`src/rtl/tl_pkg.sv`:
```
// Shared traffic-light encodings: per-direction light codes, controller
// phase codes and width helpers used by the controllers and their benches.
package tl_pkg;

  // Light code driven for each direction.
  localparam logic [1:0] LT_GREEN  = 2'b00;
  localparam logic [1:0] LT_YELLOW = 2'b01;
  localparam logic [1:0] LT_RED    = 2'b10;

  // Controller phase; also the FSM state encoding.
  localparam logic [1:0] PH_GREEN  = 2'b00;
  localparam logic [1:0] PH_YELLOW = 2'b01;
  localparam logic [1:0] PH_ALLRED = 2'b10;

  // Width of a direction index: at least one bit even for two directions.
  function automatic int dir_w(input int n_dir);
    return (n_dir > 2) ? $clog2(n_dir) : 1;
  endfunction

  // Width of the phase cycle counter, sized for the longest timed phase.
  function automatic int cnt_w(input int t_max_green, input int t_yel, input int t_allred);
    int m;
    m = t_max_green;
    if (t_yel > m) m = t_yel;
    if (t_allred > m) m = t_allred;
    return (m < 1) ? 1 : $clog2(m + 1);
  endfunction

endpackage

```
`src/rtl/tl_rr_pick.sv`:
```
// Round-robin next-direction picker: returns the first requesting direction
// after cur_dir (wrapping), or cur_dir+1 when nobody else is requesting.
module tl_rr_pick
  import tl_pkg::*;
#(
  parameter int N_DIR = 2,
  localparam int DW = dir_w(N_DIR)
) (
  input  logic [N_DIR-1:0] req,
  input  logic [DW-1:0]    cur_dir,
  output logic [DW-1:0]    next_dir
);

  logic found;

  // Scan cur_dir+1 .. cur_dir+N_DIR-1 modulo N_DIR and keep the first hit.
  always_comb begin
    // NOTE: every signal written here gets a default first so no path leaves it unassigned and no latch is inferred.
    found    = 1'b0;
    next_dir = DW'((int'(cur_dir) + 1) % N_DIR);
    for (int k = 1; k < N_DIR; k++) begin
      int idx;
      idx = (int'(cur_dir) + k) % N_DIR;
      if (!found && req[idx]) begin
        found    = 1'b1;
        next_dir = DW'(idx);
      end
    end
  end

endmodule

```
`src/rtl/tl_cntr_n.sv`:
```
// N-direction traffic-light controller: sensor-driven green hand-off with
// minimum/maximum green, fixed yellow and all-red clearance, plus
// emergency preemption toward a chosen direction.
module tl_cntr_n
  import tl_pkg::*;
#(
  parameter int N_DIR       = 2,
  parameter int T_MIN_GREEN = 3,
  parameter int T_MAX_GREEN = 8,
  parameter int T_YEL       = 2,
  parameter int T_ALLRED    = 1,
  localparam int DW = dir_w(N_DIR)
) (
  input  logic               clk,
  input  logic               reset_n,
  input  logic [N_DIR-1:0]   T,
  input  logic               pre_req,
  input  logic [DW-1:0]      pre_dir,
  output logic [2*N_DIR-1:0] L,
  output logic [DW-1:0]      cur_dir,
  output logic [1:0]         phase
);

  localparam int CW = cnt_w(T_MAX_GREEN, T_YEL, T_ALLRED);

  localparam logic [CW-1:0] MIN_LAST = CW'(T_MIN_GREEN - 1);
  localparam logic [CW-1:0] MAX_LAST = CW'(T_MAX_GREEN - 1);
  localparam logic [CW-1:0] YEL_LAST = CW'(T_YEL - 1);
  localparam logic [CW-1:0] AR_LAST  = CW'((T_ALLRED > 0) ? T_ALLRED - 1 : 0);
  localparam logic [CW-1:0] CNT_SAT  = {CW{1'b1}};
  localparam logic [DW:0]   NDIR_W   = (DW + 1)'(N_DIR);

  logic [1:0]       state, state_nx;
  logic [DW-1:0]    next_dir, next_dir_nx, cur_dir_nx, rr_dir;
  logic [CW-1:0]    cnt, cnt_nx;
  logic [N_DIR-1:0] cur_mask;
  logic             pre_ok, cur_t, others;

  tl_rr_pick #(.N_DIR(N_DIR)) u_rr_pick (
    .req      (T),
    .cur_dir  (cur_dir),
    .next_dir (rr_dir)
  );

  // Sensor summary for the owning direction and for everyone else.
  always_comb begin
    for (int i = 0; i < N_DIR; i++) begin
      cur_mask[i] = (DW'(i) == cur_dir);
    end
    cur_t  = |(T & cur_mask);
    others = |(T & ~cur_mask);
    // Out-of-range preemption targets are ignored.
    pre_ok = pre_req && ({1'b0, pre_dir} < NDIR_W);
  end

  // Next-state, next-direction and hand-off decisions.
  always_comb begin
    state_nx    = state;
    next_dir_nx = next_dir;
    cur_dir_nx  = cur_dir;
    unique case (state)
      PH_GREEN: begin
        if (pre_ok && (pre_dir != cur_dir)) begin
          state_nx    = PH_YELLOW;
          next_dir_nx = pre_dir;
        end else if (pre_ok) begin
          // Preemption toward the current owner pins green.
          state_nx = PH_GREEN;
        end else if ((cnt >= MIN_LAST) && (!cur_t || ((cnt >= MAX_LAST) && others))) begin
          state_nx    = PH_YELLOW;
          next_dir_nx = rr_dir;
        end
      end
      PH_YELLOW: begin
        if (pre_ok) next_dir_nx = pre_dir;
        if (cnt == YEL_LAST) begin
          if (T_ALLRED > 0) begin
            state_nx = PH_ALLRED;
          end else begin
            state_nx   = PH_GREEN;
            cur_dir_nx = next_dir_nx;
          end
        end
      end
      PH_ALLRED: begin
        if (pre_ok) next_dir_nx = pre_dir;
        if (cnt == AR_LAST) begin
          state_nx   = PH_GREEN;
          cur_dir_nx = next_dir_nx;
        end
      end
      default: begin
        state_nx   = PH_GREEN;
        cur_dir_nx = '0;
      end
    endcase

    // Counter restarts on every state entry and saturates while holding.
    if (state_nx != state) cnt_nx = '0;
    else if (cnt != CNT_SAT) cnt_nx = cnt + 1'b1;
    else cnt_nx = cnt;
  end

  // State registers; asynchronous reset lands on direction 0 green.
  always_ff @(posedge clk or negedge reset_n) begin
    if (!reset_n) begin
      state    <= PH_GREEN;
      cur_dir  <= '0;
      next_dir <= DW'(1);
      cnt      <= '0;
    end else begin
      // NOTE: sequential state uses non-blocking assignments so all registers update together from pre-edge values.
      state    <= state_nx;
      cur_dir  <= cur_dir_nx;
      next_dir <= next_dir_nx;
      cnt      <= cnt_nx;
    end
  end

  // Lights decoded from registered state only; non-owners are always red.
  always_comb begin
    for (int i = 0; i < N_DIR; i++) begin
      L[2*i +: 2] = LT_RED;
      if (DW'(i) == cur_dir) begin
        unique case (state)
          PH_GREEN:  L[2*i +: 2] = LT_GREEN;
          PH_YELLOW: L[2*i +: 2] = LT_YELLOW;
          default:   L[2*i +: 2] = LT_RED;
        endcase
      end
    end
  end

  assign phase = state;

endmodule

```
`config.mk`:
```
export PLATFORM = sky130hd
export DESIGN_NAME = tl_cntr_n
export DESIGN_NICKNAME = d
export VERILOG_FILES = /design/src/rtl/tl_pkg.sv /design/src/rtl/tl_rr_pick.sv /design/src/rtl/tl_cntr_n.sv
export SDC_FILE = /design/constraint.sdc
export NUM_CORES = 1
export LEC_CHECK = 0
export ABC_AREA = 1
export CELL_PAD_IN_SITES_DETAIL_PLACEMENT = 0
export CELL_PAD_IN_SITES_GLOBAL_PLACEMENT = 1
export CORE_UTILIZATION = 36
export CTS_CLUSTER_DIAMETER = 30
export CTS_CLUSTER_SIZE = 16
export DETAILED_ROUTE_END_ITERATION = 12
export MAX_ROUTING_LAYER = met4
export PLACE_DENSITY_LB_ADDON = 0.08
export SYNTH_ARGS = -nofsm -noshare
export SYNTH_HDL_FRONTEND = slang
export SYNTH_SLANG_ARGS = --single-unit
export TNS_END_PERCENT = 20
```
`constraint.sdc`:
```
create_clock -name clk -period 1.7 [get_ports clk]
set_input_delay 0.34 -clock clk [delete_from_list [all_inputs] [get_ports clk]]
set_output_delay 0.34 -clock clk [all_outputs]
set_load 0.005 [all_outputs]
```
### After elaboration in Yosys (flattened, before gate mapping)

Cells that the tools add are included.

| word-level totals | value |
|---|---|
| register bits | 8 |
| logic and storage cells | 55 |

| cells by class | value |
|---|---|
| add/subtract/negate cells | 2 |
| magnitude comparators | 2 |
| eq/ne operators | 9 |
| mux-type cells | 18 |
| bitwise gates (word level) | 5 |
| reduce and logical (&&, ||, !) cells | 15 |

Operator list:

| operator | count |
|---|---|
| 2-to-1 mux 2 bit | 7 |
| 2-to-1 mux 4 bit | 2 |
| OR reduction 2 bit | 4 |
| != test 3 bit, second input constant | 2 |
| one-hot mux 2 bit (3 select lines) | 1 |
| 2-to-1 mux 1 bit | 5 |
| adder 4 x 1 -> 4 bit, second input constant | 1 |
| bitwise AND 2 bit | 2 |
| == test 4 x 1 -> 1 bit, second input constant | 1 |
| greater-or-equal comparator 4 x 2 -> 1 bit, second input constant | 1 |
| greater-or-equal comparator 4 x 3 -> 1 bit, second input constant | 1 |
| logical NOT 4 bit | 1 |
| != test 4 bit, second input constant | 1 |
| one-hot mux 1 bit (2 select lines) | 2 |
| one-hot mux 2 bit (2 select lines) | 1 |
| nonzero test 2 bit | 2 |
| logical AND 1 bit | 3 |
| AND reduction 3 bit | 1 |
| == test 2 x 1 -> 1 bit, second input constant | 1 |
| == test 2 bit, second input constant | 1 |
| logical NOT 2 bit | 1 |
| != test 2 bit | 1 |
| != test 2 bit, second input constant | 1 |
| inverter 1 bit | 2 |
| other kinds (6) | 6 |

### Logic depth before layout (Yosys ltp)

| depth | value |
|---|---|
| word-level depth | 13 |
| depth in mapped cells | 13 |
| gate-level depth less buffers | 13 |

### By module

From an unflattened synthesis, not the netlist that was laid out.

| second synthesis, totals | value |
|---|---|
| cells, all modules | 103 |
| area total of the unflattened synthesis | 693.2 um2 |

By module, submodules not included:

| module | times used | cells an instance | area an instance (um2) | sequential area each (um2) |
|---|---|---|---|---|
| tl_cntr_n | 1 | 102 | 689.4 | 201.4 |
| tl_rr_pick | 1 | 1 | 3.8 | 0.0 |

### Worst setup path before layout

No wires, ideal clock.

| timing path | value |
|---|---|
| kind | register to register |
| start | reg cnt[0] |
| end | reg cnt[2] |
| setup time | 121 ps |
| arrival time | 1308 ps |
| required time | 1579 ps |
| path slack | 271 ps |
| cell stages (with the launch flop) | 13 |
| clock period less this slack | 1429 ps |
| cell sequence | dfrtp_1 > inv_1 > ha_1 > nor2_1 > nand3_1 > nand2_1 > nand2_1 > nand2_2 > nand3_2 > nand2_1 > nand2_1 > nand3_2 > nor2_1 |

| between the ends | value |
|---|---|
| word-level cells in the longest chain between the ends | 10 |
| elaborated cells on any way between the ends | 19 |
| classes of those cells | add/sub (1); order compare (2); eq/ne (3); mux (8); reduce/logical (5) |

RTL lines:

| item | line | RTL |
|---|---|---|
| start, declared | tl_cntr_n.sv:35 | `logic [CW-1:0] cnt, cnt_nx;` |
| start signal, assigned | tl_cntr_n.sv:116 | `cnt <= cnt_nx;` |
| greater-or-equal comparator 4 x 3 -> 1 bit | tl_cntr_n.sv:69 | `end else if ((cnt >= MIN_LAST) && (!cur_t \|\| ((cnt >= MAX_LAST) && others))) begin` |
| logical AND 1 bit | tl_cntr_n.sv:69 |  |
| logical OR 1 bit | tl_cntr_n.sv:69 |  |
| logical AND 1 bit | tl_cntr_n.sv:69 |  |
| 2-to-1 mux 2 bit | tl_cntr_n.sv:69 |  |
| 2-to-1 mux 2 bit | tl_cntr_n.sv:66 | `end else if (pre_ok) begin` |
| 2-to-1 mux 2 bit | tl_cntr_n.sv:63 | `if (pre_ok && (pre_dir != cur_dir)) begin` |
| one-hot mux 2 bit (3 select lines) | tl_cntr_n.sv:61 | `unique case (state)` |
| != test 2 bit | tl_cntr_n.sv:99 | `if (state_nx != state) cnt_nx = '0;` |
| 2-to-1 mux 4 bit / nonzero test 2 bit (equally long branches) | - |  |

Several ways; a longest one is shown, not always the timed one. The select of a mux whose other input is x is not followed.
A chain may end at the register's enable or synchronous reset.

### Worst setup path after layout

| timing path | value |
|---|---|
| start | reg cur_dir |
| end | out cur_dir |

RTL lines:

| item | line | RTL |
|---|---|---|
| start, declared | tl_cntr_n.sv:20 | `output logic [DW-1:0] cur_dir,` |
| start signal, assigned | tl_cntr_n.sv:114 | `cur_dir <= cur_dir_nx;` |

No word-level cell between the ends.

==> results.cfg <==
[clocking]
clock_sinks = 8
clock-root-buffer = clkbuf_4
cts_buffers = 3
h-tree-depth = 1
cts_tree = built
clk_latency_ns = 0.26
clk_pin_slew_ns = 0.06
cts_hold_buf = 0
cts_buffer_depth = 2

[sta]
tightestPinTransition_ns = 0.3741
period_share_pct = 95.82
rsz0062_at_grt = true
slew_violations = 0
slew_headroom_pct = 74.98
fmax_mhz = 613.9
setup_ws_ns = 0.07108
hold_viol = 0
tns_ns = 0
post-route-min-period_ns = 1.629
clock_skew_ns = 0.007139
setup_viol = 0

[pwr]
peakVddDrop_mv = 0.9484
power_density_nw_per_um2 = 1835
leakage_uw = 0.0005653

[yosys]
syn_inst = 102
yosys.area_share.simple_pct = 33.95
avgSynthCellArea_um2 = 7.262
postSynthRegisterBits = 8
syn_area_um2 = 740.7
yosys.cell_types.count = 22
synth_nets = 116
synthXorXnorAreaFrac_pct = 3.378
synthAdderAreaFrac_pct = 13.51
synth_compound_gate_area_share_pct = 7.264
seq_area_frac_synth_pct = 27.20
ys.warnings.count = 0
synth_top_family_by_area = simple AND/OR/NAND/NOR gates
post_synth_mux_area_share_pct = 1.351

[placement]
hpwl_um = 1338
preCtsSetupSlack_ns = -0.06074
place_congestion = 0.8331
numPortBuffers = 12
place_area_um2 = 950.9

[routing]
avgRoutedWirePerCell_um = 10.95
drtAntennaViolNets = 0
drc = 0
via_per_inst = 4.497
wirelength_um = 1719
vias = 706
first_iter_violations = 9
firstDrtPassIters = 4

[finish]
multi_input_area_um2 = 483.0
stdcell_area_um2 = 1049
regArea_um2 = 205.2
final_layout_size_suffix_gt1_share_pct = 36.15
utilization_pct = 53.99
area_growth_pct = 41.55
nNetsFinal = 145
fill_cells = 195
diodes = 0

[die]
io_pins = 13
dieArea_um2 = 2243
die_y_um = 47.36
fp.dieW_um = 47.36
placementRows = 16
coreArea_um2 = 1942
initial_core_util_pct = 38.14

[grt]
grt_usage_pct = 17.41
grt_overflow = 0
grt_pass1_wl_um = 2566
grt_antenna_before_repair = 0
grt_max_degree = 9
grt_pass1_vias = 610

[critical_path]
crit_family = buffers and inverters
cp-end-kind = output port
path_buf_inv = 1
crit_type = flip-flop to output port
critPathMaxStageDelay_ns = 0.54
required_ns = 1.36
startpoint_type = flip-flop
cp_max_fo = 8
arrival_ns = 1.29
crit_chain = clkdlybuf4s50_1
slowest_stage = clkdlybuf4s50_1

[job]
cap_violations = 0

[status]
outcome = finished, final reports clean

[worst_hold_path]
hp-class = primary input to asynchronous set/reset pin
[sequential cells by signal (all words and copies together) (netlist names)]
register  flops
cnt           4
phase         2
cur_dir       1
next_dir      1
[synth_stat cells]
cell	number	area share (%)
nand3_1	5	3.4
nor2_2	1	0.85
xnor2_2	1	2.2
a21oi_1	5	3.4
dfrtp_1	7	24
and2_4	1	1.2
inv_2	1	0.51
dfstp_2	1	3.5
buf_6	1	1.5
bufinv_8	1	2.4
o21ai_1	1	0.68
inv_1	16	8.1
o21ai_2	1	1.2
nor2_1	11	5.6
xor2_1	1	1.2
inv_4	1	0.85
ha_1	8	14
nand2_1	24	12
nand3_2	3	4.1
o21ai_0	3	2.0
nand2_2	8	6.8
mux2i_1	1	1.4
[routing by layer]
layer / GRT usage, % / up-vias / wire [µm]
li1: - / 366 / -
met1: 23.54 / 318 / 833
met2: 26.03 / 18 / 793
met3: 3.462 / 4 / 68
met4: 5.143 / 0 / 23
met5: - / - / 0
[timing repair]
| item | CTS | global route |
|---|---|---|
| endpoints found under the setup margin | 5 | 5 |
| gates resized for setup | 6 | 16 |
| pin swaps | 0 | 5 |
| setup buffers | 0 | 4 |
[where the power goes]
part	switching (µW)	internal, µW	total [µW]
Clock	72.8	90.4	163
Sequential	108	287	394
Combinational	695	671	1370
[placed cells by master, fill, tap and decap left out, types with 2 or more instances in the layout]
cell / n
o21ai_1: 2
nor2_2: 3
ha_1: 5
o21ai_0: 2
nor2_1: 8
nand3_2: 3
nand2_2: 8
clkbuf_4: 3
nand2_1: 24
a21oi_1: 5
buf_4: 12
inv_2: 2
clkdlybuf4s50_1: 8
ha_2: 2
inv_1: 15
nand3_1: 4
dfrtp_2: 3
dfrtp_1: 4
dlygate4sd2_1: 3
[kinds of logic (layout without fill, tap and decap cells)]
family	count (synthesis)	after routing
compound gates	10	10
xor+xnor	2	2
fa+ha+maj	8	8
buf+inv	20	48
flops	8	8
mux	1	1
simple gates	53	53
[per-stage QoR]
step	hold WS (ns)	std cells	total power, µW
CTS	0.3765	153	1735
detailed placement	0.4914	149	1592
global route	0.4006	157	2130
global placement	0.4807	149	1581
finish	0.3588	157	1924
floorplan	0.04441	102	1127
[worst paths after layout]
| path | startpoint | endpoint | slack [ns] | cells after the start |
|---|---|---|---|---|
| max reg2reg | cnt[1] | cnt[0] | 0.10 | 11 |
| min | reset_n | cur_dir | 0.36 | 1 |
| min reg2reg | next_dir | next_dir | 0.50 | 2 |
| max | cur_dir | cur_dir | 0.07 | 1 |
| max in group asynchronous | reset_n | next_dir | 1.04 | 1 |
| min in group clk | next_dir | next_dir | 0.50 | 2 |
[final cells by class]
type | instances | share of cell area (%)
multi-input combinational | 74 | 46.06
clock buffer | 4 | 2.506
timing repair buffer | 25 | 20.29
tap | 27 | 3.222
inverter | 19 | 8.353
sequential | 8 | 19.57
(Power assumes the default switching activity.)
